[src/rtl/decode_sb.sv]
// Decode stage: field split, immediate forming, 8-entry regfile read, load-use scoreboard.
// Optional feature macro: REGFILE_BYPASS_EN (same-cycle writeback forwarding into the reads).
module decode_sb #(
   parameter int XLEN     = 16,
   parameter int PC_W     = 16,
   parameter int LOAD_LAT = 1,
   parameter int RET_REG  = 3
) (
   input  logic            clk,
   input  logic            rst_n,
   input  logic            flush,
   input  logic [15:0]     instr_in,
   input  logic            bubble_in,
   input  logic [PC_W-1:0] pc_in,
   input  logic            we,
   input  logic [2:0]      target,
   input  logic [XLEN-1:0] write_data,
   output logic [XLEN-1:0] d_1,
   output logic [XLEN-1:0] d_2,
   output logic [PC_W-1:0] pc_out,
   output logic [2:0]      opcode_out,
   output logic [2:0]      s_1_out,
   output logic [2:0]      s_2_out,
   output logic [2:0]      tgt_out,
   output logic [3:0]      alu_op_out,
   output logic [XLEN-1:0] imm_out,
   output logic [5:0]      branch_code_out,
   output logic            bubble_out,
   output logic            stall,
   output logic            halt_out,
   output logic [XLEN-1:0] ret_val,
   output logic [15:0]     stall_count
);
   localparam logic [2:0] OP_LUI  = 3'b011;
   localparam logic [2:0] OP_SW   = 3'b100;
   localparam logic [2:0] OP_LW   = 3'b101;
   localparam logic [2:0] OP_BR   = 3'b110;
   localparam logic [2:0] OP_HALT = 3'b111;
   localparam logic [2:0] LAT     = 3'(LOAD_LAT);
   localparam logic [2:0] RET_IDX = 3'(RET_REG);

   logic [2:0]      op, ra, rb, rc, s_1, s_2;
   logic [XLEN-1:0] regs [8];
   logic [2:0]      busy [8];
   logic [XLEN-1:0] rd_1, rd_2, imm_next;
   logic [2:0]      tgt_next;
   logic            halt_next, issue_lw;

   assign op  = instr_in[15:13];
   assign ra  = instr_in[12:10];
   assign rb  = instr_in[9:7];
   assign rc  = instr_in[2:0];
   assign s_1 = rb;
   assign s_2 = (op == OP_SW) ? ra : rc;

   // r0 is never written, so it stays at its reset value of zero
   always_ff @(posedge clk or negedge rst_n) begin
      if (!rst_n) begin
         for (int i = 0; i < 8; i++) regs[i] <= '0;
      end else if (we && target != 3'd0) begin
         regs[target] <= write_data;
      end
   end

`ifdef REGFILE_BYPASS_EN
   assign rd_1    = (we && target != 3'd0 && target == s_1) ? write_data : regs[s_1];
   assign rd_2    = (we && target != 3'd0 && target == s_2) ? write_data : regs[s_2];
   assign ret_val = (we && target != 3'd0 && target == RET_IDX) ? write_data : regs[RET_IDX];
`else
   assign rd_1    = regs[s_1];
   assign rd_2    = regs[s_2];
   assign ret_val = regs[RET_IDX];
`endif

   assign stall = ~bubble_in & (((busy[s_1] != 3'd0) && (s_1 != 3'd0)) ||
                                ((busy[s_2] != 3'd0) && (s_2 != 3'd0)));

   assign issue_lw = (op == OP_LW) && (ra != 3'd0) && !stall && !flush && !bubble_in;

   // a load leaving decode re-arms its entry ahead of the per-cycle countdown
   always_ff @(posedge clk or negedge rst_n) begin
      if (!rst_n) begin
         for (int i = 0; i < 8; i++) busy[i] <= 3'd0;
      end else begin
         for (int i = 1; i < 8; i++) begin
            if (issue_lw && ra == 3'(i))
               busy[i] <= LAT;
            else if (busy[i] != 3'd0)
               busy[i] <= busy[i] - 3'd1;
         end
      end
   end

   assign imm_next = (op == OP_LUI) ? {instr_in[9:0], {(XLEN-10){1'b0}}}
                                    : {{(XLEN-7){instr_in[6]}}, instr_in[6:0]};
   assign tgt_next = (flush || bubble_in || stall || op == OP_SW || op == OP_BR) ? 3'd0 : ra;
   assign halt_next = (op == OP_HALT) && (instr_in[6:0] != 7'd0) && !bubble_in && !flush && !stall;

   always_ff @(posedge clk or negedge rst_n) begin
      if (!rst_n) begin
         d_1             <= '0;
         d_2             <= '0;
         pc_out          <= '0;
         opcode_out      <= 3'd0;
         s_1_out         <= 3'd0;
         s_2_out         <= 3'd0;
         tgt_out         <= 3'd0;
         alu_op_out      <= 4'd0;
         imm_out         <= '0;
         branch_code_out <= 6'd0;
         bubble_out      <= 1'b1;
         halt_out        <= 1'b0;
         stall_count     <= 16'd0;
      end else begin
         d_1             <= rd_1;
         d_2             <= rd_2;
         pc_out          <= pc_in;
         opcode_out      <= op;
         s_1_out         <= s_1;
         s_2_out         <= s_2;
         tgt_out         <= tgt_next;
         alu_op_out      <= instr_in[6:3];
         imm_out         <= imm_next;
         branch_code_out <= instr_in[12:7];
         bubble_out      <= flush | stall | bubble_in;
         halt_out        <= halt_next;
         if (stall && stall_count != 16'hFFFF)
            stall_count <= stall_count + 16'd1;
      end
   end
endmodule

[config.mk]
export PLATFORM = sky130hd
export DESIGN_NAME = decode_sb
export DESIGN_NICKNAME = d
export VERILOG_FILES = /design/src/rtl/decode_sb.sv
export SDC_FILE = /design/constraint.sdc
export NUM_CORES = 1
export LEC_CHECK = 0
export CAP_MARGIN = 0
export CORE_ASPECT_RATIO = 1.75
export CORE_MARGIN = 2
export CORE_UTILIZATION = 35
export CTS_CLUSTER_DIAMETER = 80
export DETAILED_ROUTE_END_ITERATION = 10
export SYNTH_ARGS = -nofsm -noshare
export SYNTH_HDL_FRONTEND = slang
export SYNTH_SLANG_ARGS = --single-unit
[constraint.sdc]
create_clock -name clk -period 9.3 [get_ports clk]
set_input_delay 1.86 -clock clk [delete_from_list [all_inputs] [get_ports clk]]
set_output_delay 1.86 -clock clk [all_outputs]
set_load 0.02 [all_outputs]
==> flow_metrics.py <==
metrics = {
    "floorplan": {
        "ios": 177,
        "die_h_um": 244.3,
        "design.die.area_um2": 34510,
        "coreArea_um2": 32700,
        "die_x_um": 141.3,
        "rows": 88,
        "start_util_pct": 35.31,
    },
    "timing": {
        "skew_ns": 0.01225,
        "min_period_over_period_pct": 82.09,
        "hold_viol": 0,
        "setup_tns_ns": 0,
        "setup_slack_ns": 1.665,
        "worst_hold_slack_ns": 0.3972,
        "worst_pin_slew_ns": 0.8628,
        "slew_violations": 0,
        "rsz0062_at_grt": "no",
        "slew_headroom_pct": 42.48,
        "period_needed_ns": 7.635,
        "fmaxAchievable_mhz": 131.0,
        "finalSetupViolations": 0,
    },
    "critical_path": {
        "cp_cell_sequence": "clkdlybuf4s50_1 > or3b_1 > mux2i_4 > buf_4 > inv_2 > o31ai_2 > o211a_4 > or2_2 > and2_1 > clkdlybuf4s50_1",
        "crit_buf_inv": 4,
        "r2r_setup_slack_ns": 6.64,
        "cp_slowest_cell": "inv_2",
        "crit_arrival_ns": 5.77,
        "cp.required_ns": 7.44,
        "slowest_delay_ns": 0.61,
        "r2r-end": "halt_out",
        "r2r_start": "busy[15]",
        "reg2regPathDepth": 7,
        "endpoint_kind": "output port",
        "crit_fanout": 35,
        "crit_top_cell": "clkdlybuf4s50_1",
        "critPathKind": "input pin to output port",
        "crit_family": "buffers and inverters",
        "start_kind": "input pin",
    },
    "min_path": {
        "hp-start": "regs[113]",
        "holdCritPathClass": "flip-flop to flip-flop",
        "whs_endpoint": "regs[113]",
        "holdPathStages": 0,
    },
    "logic_synthesis": {
        "ys_seq_area_share_pct": 53.98,
        "synth_top_family_by_area": "multiplexers",
        "synth_xor_area_share_pct": 1.290,
        "synth_edf_count": 0,
        "ys.flop_type": "dfrtp_1",
        "ys_warn_count": 3,
        "netlist_instances": 959,
        "syn_area_um2": 11550,
        "synth_nets": 1030,
        "synth-simple-area-share_pct": 12.66,
        "synthArstFlopShare_pct": 100.0,
        "synth_compound_area_share_pct": 5.852,
        "synth_fa_ha_area_share_pct": 1.625,
        "synth.distinct_cells": 56,
        "avgSynthCellArea_um2": 12.04,
        "synthMuxAreaShare_pct": 19.95,
        "ys_ff_latch": 249,
    },
    "finish": {
        "stdcell_count": 1507,
        "nets": 1157,
        "fin_area_um2": 14330,
        "syn2layout_area_growth_pct": 24.07,
        "drive_gt1_share_pct": 23.23,
        "diodes": 0,
    },
    "power": {
        "p_leak_nw": 6.145,
        "vdd_drop_max_mv": 0.1321,
        "p_per_area_nw_per_um2": 236.9,
    },
    "grt": {
        "grt_pass1_wl_mm": 46.00,
        "grt_usage_pct": 16.89,
        "grt_overflow_total": 0,
        "grt_max_degree": 143,
        "grt_pass1_vias": 8247,
        "antenna_found_initial": 0,
    },
    "routing": {
        "via_per_inst": 5.233,
        "first_iter_violations": 324,
        "wl_per_cell_um": 19.38,
        "drt_wl_total_mm": 29.20,
        "vias": 7886,
        "dr.pass1.iters": 5,
        "ant_nets": 0,
        "drc": 0,
    },
    "placement": {
        "dp_worst_setup_slack_ns": 1.648,
        "placed_cells": 1465,
        "hpwlAfterDp_mm": 18.94,
        "routabilityCongestion": 0.7468,
        "placed_cell_area_um2": 13550,
        "io_buffers": 176,
    },
    "clock_network": {
        "clkTransAtPathRegs_ns": 0.06,
        "post_cts_buffers": 0,
        "hold_buffers": 0,
        "root_buffer": "clkbuf_16",
        "cts.sinks": 249,
        "clockBufferDepth": 3,
        "ctsResizeCount": 0,
        "cts_tree": "built",
        "numCtsBuffers": 24,
        "ctsHtreeMaxLevel": 1,
        "clk_latency_ns": 0.53,
    },
    "job": {
        "max-cap-violations": 0,
    },
    "status": {
        "status": "finished, final reports clean",
    },
}
==> placed cells by master, fill, tap and decap left out, types with 10 or more instances in the layout <==
cell	instances
a31o_2	16
a311oi_1	16
mux2_2	133
ha_1	15
inv_1	23
nor2_1	34
and3_1	25
nor3_1	10
dfrtp_1	248
nand2_1	142
buf_4	16
a21oi_1	16
clkdlybuf4s50_1	173
nor2b_1	11
mux4_2	32
nand3_1	35
clkbuf_16	25
xnor2_1	11
==> cells in the mapped netlist, types with 2 or more instances <==
| library cell | count | area (um2) |
|---|---|---|
| nor4b_1 | 6 | 52.55 |
| inv_1 | 24 | 90.09 |
| a21oi_1 | 16 | 80.08 |
| nand2b_1 | 4 | 25.02 |
| nand3_1 | 35 | 175.2 |
| a211oi_1 | 6 | 45.04 |
| ha_1 | 15 | 187.7 |
| and3_1 | 25 | 156.4 |
| a311oi_1 | 16 | 140.1 |
| nand4b_1 | 4 | 35.03 |
| nor3b_1 | 2 | 15.01 |
| buf_1 | 10 | 37.54 |
| and4bb_2 | 2 | 25.02 |
| o21ai_1 | 2 | 10.01 |
| buf_4 | 22 | 165.2 |
| nor2_1 | 34 | 127.6 |
| xnor2_1 | 11 | 96.34 |
| buf_2 | 6 | 30.03 |
| nor2b_1 | 11 | 68.82 |
| nand2_1 | 142 | 533.0 |
| o2111ai_1 | 4 | 35.03 |
| mux2i_4 | 2 | 45.04 |
| xor2_1 | 6 | 52.55 |
| and2_1 | 2 | 12.51 |
| a21o_1 | 9 | 67.56 |
| nand4_1 | 4 | 25.02 |
| clkbuf_1 | 53 | 198.9 |
| or3_1 | 3 | 18.77 |
| or2_2 | 2 | 12.51 |
| nor4_1 | 7 | 43.79 |
| mux4_2 | 32 | 720.7 |
| o211ai_1 | 9 | 67.56 |
| nor3_1 | 11 | 55.05 |
| nor4bb_1 | 2 | 20.02 |
| mux2_2 | 133 | 1498 |
| and4_1 | 2 | 17.52 |
| dfrtp_1 | 248 | 6206 |
| o21ai_0 | 3 | 15.01 |
| mux2_4 | 2 | 30.03 |
| a31o_2 | 16 | 140.1 |
==> cells by family after synthesis <==
logic type,Yosys count
simple gates,303
flops,249
mux,170
buf+inv,117
compound gates,88
xor+xnor,17
fa+ha+maj,15
==> registers in the layout, summed over array words and instances, names as in the netlist, 3 cells and up <==
register	cells
regs	112
busy	21
d_1	16
d_2	16
imm_out	16
pc_out	16
ret_val	16
stall_count	16
branch_code_out	6
alu_op_out	3
opcode_out	3
s_2_out	3
tgt_out	3
==> worst register-to-register path: stages (launching register included) <==
cell and delay, ns:
dfrtp_1 0.41, nor3_1 0.59, nor3b_1 0.11, a211oi_1 0.28, a21oi_1 0.07, buf_4 0.23, nor4_1 0.59, and4bb_2 0.32
==> how the worst max path moves through the flow <==
| stage | startpoint | to | slack [ns] | cells after the start |
|---|---|---|---|---|
| floorplan | instr_in[14] | stall | 3.75 | 9 |
| global placement | instr_in[15] | stall | 1.68 | 10 |
| detailed placement | instr_in[15] | stall | 1.65 | 10 |
| CTS | instr_in[15] | stall | 1.64 | 10 |
| global route | instr_in[15] | stall | 1.51 | 10 |
| finish | instr_in[15] | stall | 1.67 | 10 |
==> metrics by stage <==
step	util (%)	power, mW
global route	43.81	3.597
finish	43.81	3.393
CTS	43.81	3.447
global placement	41.43	2.407
floorplan	-	2.083
detailed placement	41.43	2.440
==> layout make-up <==
class,instances,area [um2]
timing repair buffer,193,1897
clock buffer,32,671.9
sequential,249,6232
fill,3035,18380
inverter,25,93.84
multi-input combinational,593,4820
tap,405,506.7
clock inverter,10,103.9
==> layer usage <==
layer  vias up  part of all wire (%)  global-route usage [%]
met5         -                     0                       0
met4         0                   3.0                   6.412
met3        53                   3.5                   1.899
met2       201                    54                   31.42
met1      4024                    39                   19.69
li1       3608                     -                       -
==> power breakdown <==
part / switching [mW] / leakage, nW / total (mW) / internal, mW
logic: 0.466 / 2.72 / 0.937 / 0.471
registers: 0.172 / 3.04 / 1.47 / 1.30
clock network: 0.421 / 0.388 / 0.984 / 0.563
(Power assumes the default switching activity.)
